`src/rtl/updown_counter_param.sv`:
```
`default_nettype none
// ============================================================================
// Module   : updown_counter_param
// Purpose  : Parametrised up/down counter with modulus, wrap/saturate, load,
//            terminal-count pulse and sticky overflow/underflow flags.
// Revision : 1.0
// ============================================================================
module updown_counter_param #(
  parameter int unsigned WIDTH     = 4,
  parameter int unsigned MAX_VAL   = (2**WIDTH) - 1,
  parameter bit          SATURATE  = 1'b0,
  parameter int unsigned RESET_VAL = 0
) (
  input  logic             clk,
  input  logic             rst,
  input  logic             en,
  input  logic             up_down,
  input  logic             load,
  input  logic [WIDTH-1:0] load_val,
  input  logic             clr_flags,
  output logic [WIDTH-1:0] count,
  output logic             tc,
  output logic             at_max,
  output logic             at_min,
  output logic             ovf,
  output logic             unf
);

  localparam logic [WIDTH-1:0] c_max   = WIDTH'(MAX_VAL);
  localparam logic [WIDTH-1:0] c_reset = WIDTH'(RESET_VAL);
  localparam logic [WIDTH-1:0] c_zero  = '0;
  localparam logic [WIDTH-1:0] c_one   = {{(WIDTH-1){1'b0}}, 1'b1};

  logic [WIDTH-1:0] r_count;
  logic             r_tc;
  logic             r_ovf;
  logic             r_unf;

  logic [WIDTH-1:0] w_count_nxt;
  logic [WIDTH-1:0] w_load_sat;
  logic             w_at_max;
  logic             w_at_min;
  logic             w_step;
  logic             w_ovf_evt;
  logic             w_unf_evt;

  assign w_at_max  = (r_count == c_max);
  assign w_at_min  = (r_count == c_zero);
  assign w_step    = en & ~load;
  assign w_ovf_evt = w_step &  up_down & w_at_max;
  assign w_unf_evt = w_step & ~up_down & w_at_min;

  // A full-range modulus cannot be exceeded by load_val, so no clamp is built.
  generate
    if (MAX_VAL == (2**WIDTH) - 1) begin : g_full_range
      assign w_load_sat = load_val;
    end else begin : g_clamp
      assign w_load_sat = (load_val > c_max) ? c_max : load_val;
    end
  endgenerate

  always_comb begin
    w_count_nxt = r_count;
    if (load) begin
      w_count_nxt = w_load_sat;
    end else if (en) begin
      if (up_down) begin
        if (!w_at_max) begin
          w_count_nxt = r_count + c_one;
        end else if (!SATURATE) begin
          w_count_nxt = c_zero;
        end
      end else begin
        if (!w_at_min) begin
          w_count_nxt = r_count - c_one;
        end else if (!SATURATE) begin
          w_count_nxt = c_max;
        end
      end
    end
  end

  // A flag set-event on the same edge as clr_flags leaves the flag set.
  always_ff @(posedge clk) begin
    if (rst) begin
      r_count <= c_reset;
      r_tc    <= 1'b0;
      r_ovf   <= 1'b0;
      r_unf   <= 1'b0;
    end else begin
      r_count <= w_count_nxt;
      r_tc    <= w_ovf_evt | w_unf_evt;
      r_ovf   <= w_ovf_evt | (r_ovf & ~clr_flags);
      r_unf   <= w_unf_evt | (r_unf & ~clr_flags);
    end
  end

  assign count  = r_count;
  assign tc     = r_tc;
  assign at_max = w_at_max;
  assign at_min = w_at_min;
  assign ovf    = r_ovf;
  assign unf    = r_unf;

endmodule
`default_nettype wire

```
`config.mk`:
```
export PLATFORM = sky130hd
export DESIGN_NAME = updown_counter_param
export DESIGN_NICKNAME = d
export VERILOG_FILES = /design/src/rtl/updown_counter_param.sv
export SDC_FILE = /design/constraint.sdc
export NUM_CORES = 1
export LEC_CHECK = 0
export ABC_CLOCK_PERIOD_IN_PS = 1510
export CAP_MARGIN = 20
export CORE_AREA = 5 5 42 44
export DETAILED_ROUTE_END_ITERATION = 10
export DIE_AREA = 0 0 47 49
export PLACE_DENSITY = 0.78
export REMOVE_ABC_BUFFERS = 1
export SYNTH_ARGS = -nofsm -noshare
export SYNTH_HDL_FRONTEND = slang
export SYNTH_SLANG_ARGS = --single-unit
```
`constraint.sdc`:
```
create_clock -name clk -period 1.51 [get_ports clk]
set_clock_uncertainty 0.1 [all_clocks]
set_input_delay 0.151 -clock clk [delete_from_list [all_inputs] [get_ports clk]]
set_output_delay 0.151 -clock clk [all_outputs]
set_load 0.01 [all_outputs]
```
* Word-level counts from Yosys, hierarchy flattened *
Cells that the tools add are included.

word-level totals
  flip-flop bits (word level) = 7
  output and inout port bits = 9
  logic and storage cells = 27

cells by class
  add/subtract/negate cells = 2
  eq/ne operators = 1
  multiplexer cells = 5
  bitwise gates (word level) = 13
  reduce and logical (&&, ||, !) cells = 2

operator list
  operator             count
  $mux 4               5
  $and 1x1->1          7
  $add 4x1->4 const B  1
  $eq 4x4->1 const B   1
  $logic_not 4->1      1
  $sub 4x1->4 const B  1
  $not 1->1            3
  $or 1x1->1           3
  $reduce_bool 2->1    1

* Depth between registers and ports, before layout *
  depth in word-level cells = 5
  depth in mapped cells = 6
  mapped depth without buffers = 6

* Least setup slack after synthesis *
OpenSTA, ideal clock, no wires.

  path kind = register -> register
  from = register r_count[0] (netlist: count[0])
  to = register r_count[3] (netlist: count[3])
  arrival = 1.363 ns
  data required time = 1.290 ns
  setup slack = -0.073 ns
  cell stages (with the launch flop) = 7
  buffers on the path = 0
  clock period less this slack = 1.583 ns
  path through = dfxtp_1 -> inv_1 -> ha_1 -> o21bai_1 -> a221o_1 -> o211ai_1 -> a21oi_1

on the way
  cells in the longest elaborated chain, start to end = 5

RTL lines
  item                                       line    RTL
  start, declared                            34      logic [WIDTH-1:0] r_count;
  start signal, assigned                     86      r_count <= c_reset;
  start signal, assigned                     91      r_count <= w_count_nxt;
  $sub 4x1->4, or another cell as far along  75      w_count_nxt = r_count - c_one;
  $mux 4, on equally long branches           74, 68
  $mux 4 (*)                                 67      if (up_down) begin
  $mux 4 (*)                                 66      end else if (en) begin
  $mux 4 (*)                                 64      if (load) begin

Every way passes the cells marked *; elsewhere a longest branch is shown, timed or not. The select of a mux whose other input is x is not followed.
A chain may end at the register's enable or synchronous reset.

* Final worst setup path *
Same ends and word-level chain as after synthesis.

==> summary.md <==
| Metric | Value |
|---|---|
| Total Neg Setup Slack | `0 ns` |
| CP max stage delay | `0.34 ns` |
| Port Buffer Count | `18` |
| Clock transition at the registers of the reported paths | `0.06 ns` |
| CTS buffer count | `3` |
| Global-route usage over all layers | `0.113` |
| Final setup fails | `0` |
| Grt total ovfl | `0` |
| Via count | `500` |
| Mean Syn Cell Area | `8.47 um2` |
| Post-route design area | `757 um2` |
| Final Util | `0.540` |
| Crit path cell chain | `buf_6 -> or3_1 -> a221o_1 -> o211ai_1 -> a21oi_1` |
| Buffer depth of the longest clock path | `2` |
| Cell variety after synth | `25` |
| Fin cells | `100` |
| Power, Total | `567 uW` |
| Vias/cell | `5.00` |
| Pin count of the biggest net entering global routing | `8` |
| Chip height | `49 um` |
| Synthesized instance count | `52` |
| Max Transition Viols Final | `0` |
| Max VDD drop | `0.450 mV` |
| TritonCTS clock tree | `built` |
| DRC errors left | `0` |
| Post-layout nets | `97` |
| Antenna violations before repair | `0` |
| Critical Path AT | `1.52 ns` |
| Core ar. | `1400 um2` |
| Largest delay share family, worst path | `compound AO/OA/AOI/OAI gates` |
| WL/cell | `12.2 um` |
| Die width | `47 um` |
| Fin crit share | `0.981` |
| Main flop type after synthesis | `dfxtp_1` |
| Initial core utilization | `0.314` |
| RD Place Congestion | `0.774` |
| Row count | `14` |
| WP depth | `5` |
| Critical-path top delay cell | `dfxtp_2` |
| Fraction of registers with async set/reset | `0` |
| Worst Setup Start Kind | `register` |
| Maxcap violations | `0` |
| Dpl cells | `95` |
| Reg2Reg Launch Point | `count[0]` |
| Ant. Diodes | `0` |
| # hold bufs at CTS | `0` |
| Yosys warning total | `0` |
| Share of cells above drive strength 1 | `0.310` |
| Crit end category | `register` |
| Max Freq | `675 MHz` |
| Total power divided by cell area | `749 nW/um2` |
| Synth Cell Area | `440 um2` |
| Outcome | `finished clean` |
| Worst hold start | `unf` |
| Worst hold path class | `reg -> reg` |
| Die Area | `2300 um2` |
| Actual slew at the worst max-slew pin | `0.280 ns` |
| Crit path kind | `reg -> reg` |
| Final HPWL DP | `958 um` |
| Final hold vios | `0` |
| Seq cells post-synth | `7` |
| Seq/Total Area, Yosys | `0.318` |
| Worst EP required | `1.55 ns` |
| Drt pass-1 iters | `4` |
| I/O pins | `19` |
| H-tree level count | `1` |
| Final WL | `1220 um` |
| Post-synth EDFFs | `0` |
| RSZ-0062 raised after global routing | `true` |
| FF-to-FF path depth | `5` |
| Antenna viol nets, final | `0` |
| Post-placement cell area | `704 um2` |
| Clock latency on the worst-skew pair | `0.26 ns` |
| CP bufs+invs | `1` |
| Crit. Startpoint | `count[0]` |
| Wire length of the first global-routing pass | `1870 um` |
| Leakage | `0.333 nW` |
| Vias in the first global route | `475` |
| CP Max Fanout | `4` |
| Final min period | `1.48 ns` |
| Area grow syn2layout | `71.9%` |
| Max_slew headroom | `0.813` |
| First DRT Iteration DRCs | `7` |
| Clk root buf | `clkbuf_4` |
| Sinks on Clock Net | `7` |
| Hold depth | `2` |
==> worst reg2reg max path: stages (launching register included) <==
cell	delay, ns
dfxtp_2	0.34
buf_6	0.12
or3_1	0.33
a221o_1	0.30
o211ai_1	0.08
a21oi_1	0.08
==> metrics by stage <==
step | hold slack [ns] | worst slack, ns
after floorplan | 0.120 | -0.0726
after global placement | 0.360 | -0.0214
after detailed placement | 0.366 | -0.0413
after CTS | 0.376 | 0.000461
after global routing | 0.380 | -0.0269
final | 0.373 | 0.0280
==> layout by cell type, fill, tap and decap left out, drive strengths merged <==
master,netlist,layout
buf,1,11
nor2b,2,2
dlygate4sd2,0,1
and4,1,1
nor2,1,1
clkdlybuf4s15,0,1
inv,3,3
nand3,2,2
o21bai,1,1
o211ai,1,1
o21a,1,1
nor3b,1,1
a21o,1,1
dlymetal6s2s,0,1
ha,2,2
clkdlybuf4s50,0,14
clkbuf,0,5
and3,1,1
and2b,1,1
a21oi,7,7
o21ai,4,4
or3,1,1
mux2i,2,2
a21boi,1,1
dfxtp,7,7
xnor2,2,2
nand2,2,2
nand2b,4,4
a221o,1,1
and2,2,2
==> per-layer routing <==
layer,routed length (um),GRT usage,up-vias,part of all wire
li1,-,-,248,-
met1,484,0.124,231,0.40
met2,622,0.181,18,0.51
met3,88,0.0221,3,0.072
met4,22,0.0829,0,0.018
met5,0,0,-,0
==> area by class of cell <==
class | instances | area [um2]
Clock buffer | 4 | 26.3
Fill cell | 139 | 644
Inverter | 3 | 11.3
Multi-Input combinational cell | 41 | 293
Sequential cell | 7 | 144
Tap cell | 16 | 20.0
Timing Repair Buffer | 29 | 263
==> final timing paths <==
check,slack (ns),to
hold reg to reg,0.37,unf
setup reg to reg,0.03,count[3]
hold / removal,0.37,unf
setup / recovery,0.03,count[3]
==> repair_timing <==
item	in CTS	in global routing
pin swaps	0	3
endpoints found under the setup margin	6	6
cloned	0	0
setup buffers	0	1
gates resized for setup	9	10
==> registers in the layout, indices dropped and copies added (netlist names) <==
name,cells
unf,1
tc,1
ovf,1
count,4
==> cells by family after synthesis <==
| logic type | after synthesis | share of synthesized area |
|---|---|---|
| AO/OA/AOI/OAI | 17 | 0.236 |
| XOR/XNOR | 2 | 0.0398 |
| adder cells (fa/ha/maj) | 2 | 0.0568 |
| buffers and inverters | 4 | 0.0511 |
| flip-flops | 7 | 0.318 |
| multiplexers | 2 | 0.0455 |
| AND/OR/NAND/NOR | 18 | 0.253 |
==> synth_stat cells, types with 2 or more instances <==
master | number | share of area
a21oi_1 | 7 | 0.080
and2_1 | 2 | 0.028
dfxtp_1 | 7 | 0.32
ha_1 | 2 | 0.057
inv_1 | 3 | 0.026
mux2i_1 | 2 | 0.045
nand2_1 | 2 | 0.017
nand2b_1 | 4 | 0.057
nand3_1 | 2 | 0.023
nor2b_1 | 2 | 0.028
o21ai_0 | 4 | 0.045
xnor2_1 | 2 | 0.040
==> report_power, final <==
part	switching [mW]	leakage (nW)	total (mW)	internal, mW
Clock	0.0768	0.0150	0.178	0.101
Combinational	0.0688	0.260	0.180	0.111
Sequential	0.0129	0.0583	0.209	0.197
Power figures use the tool's default switching activity.
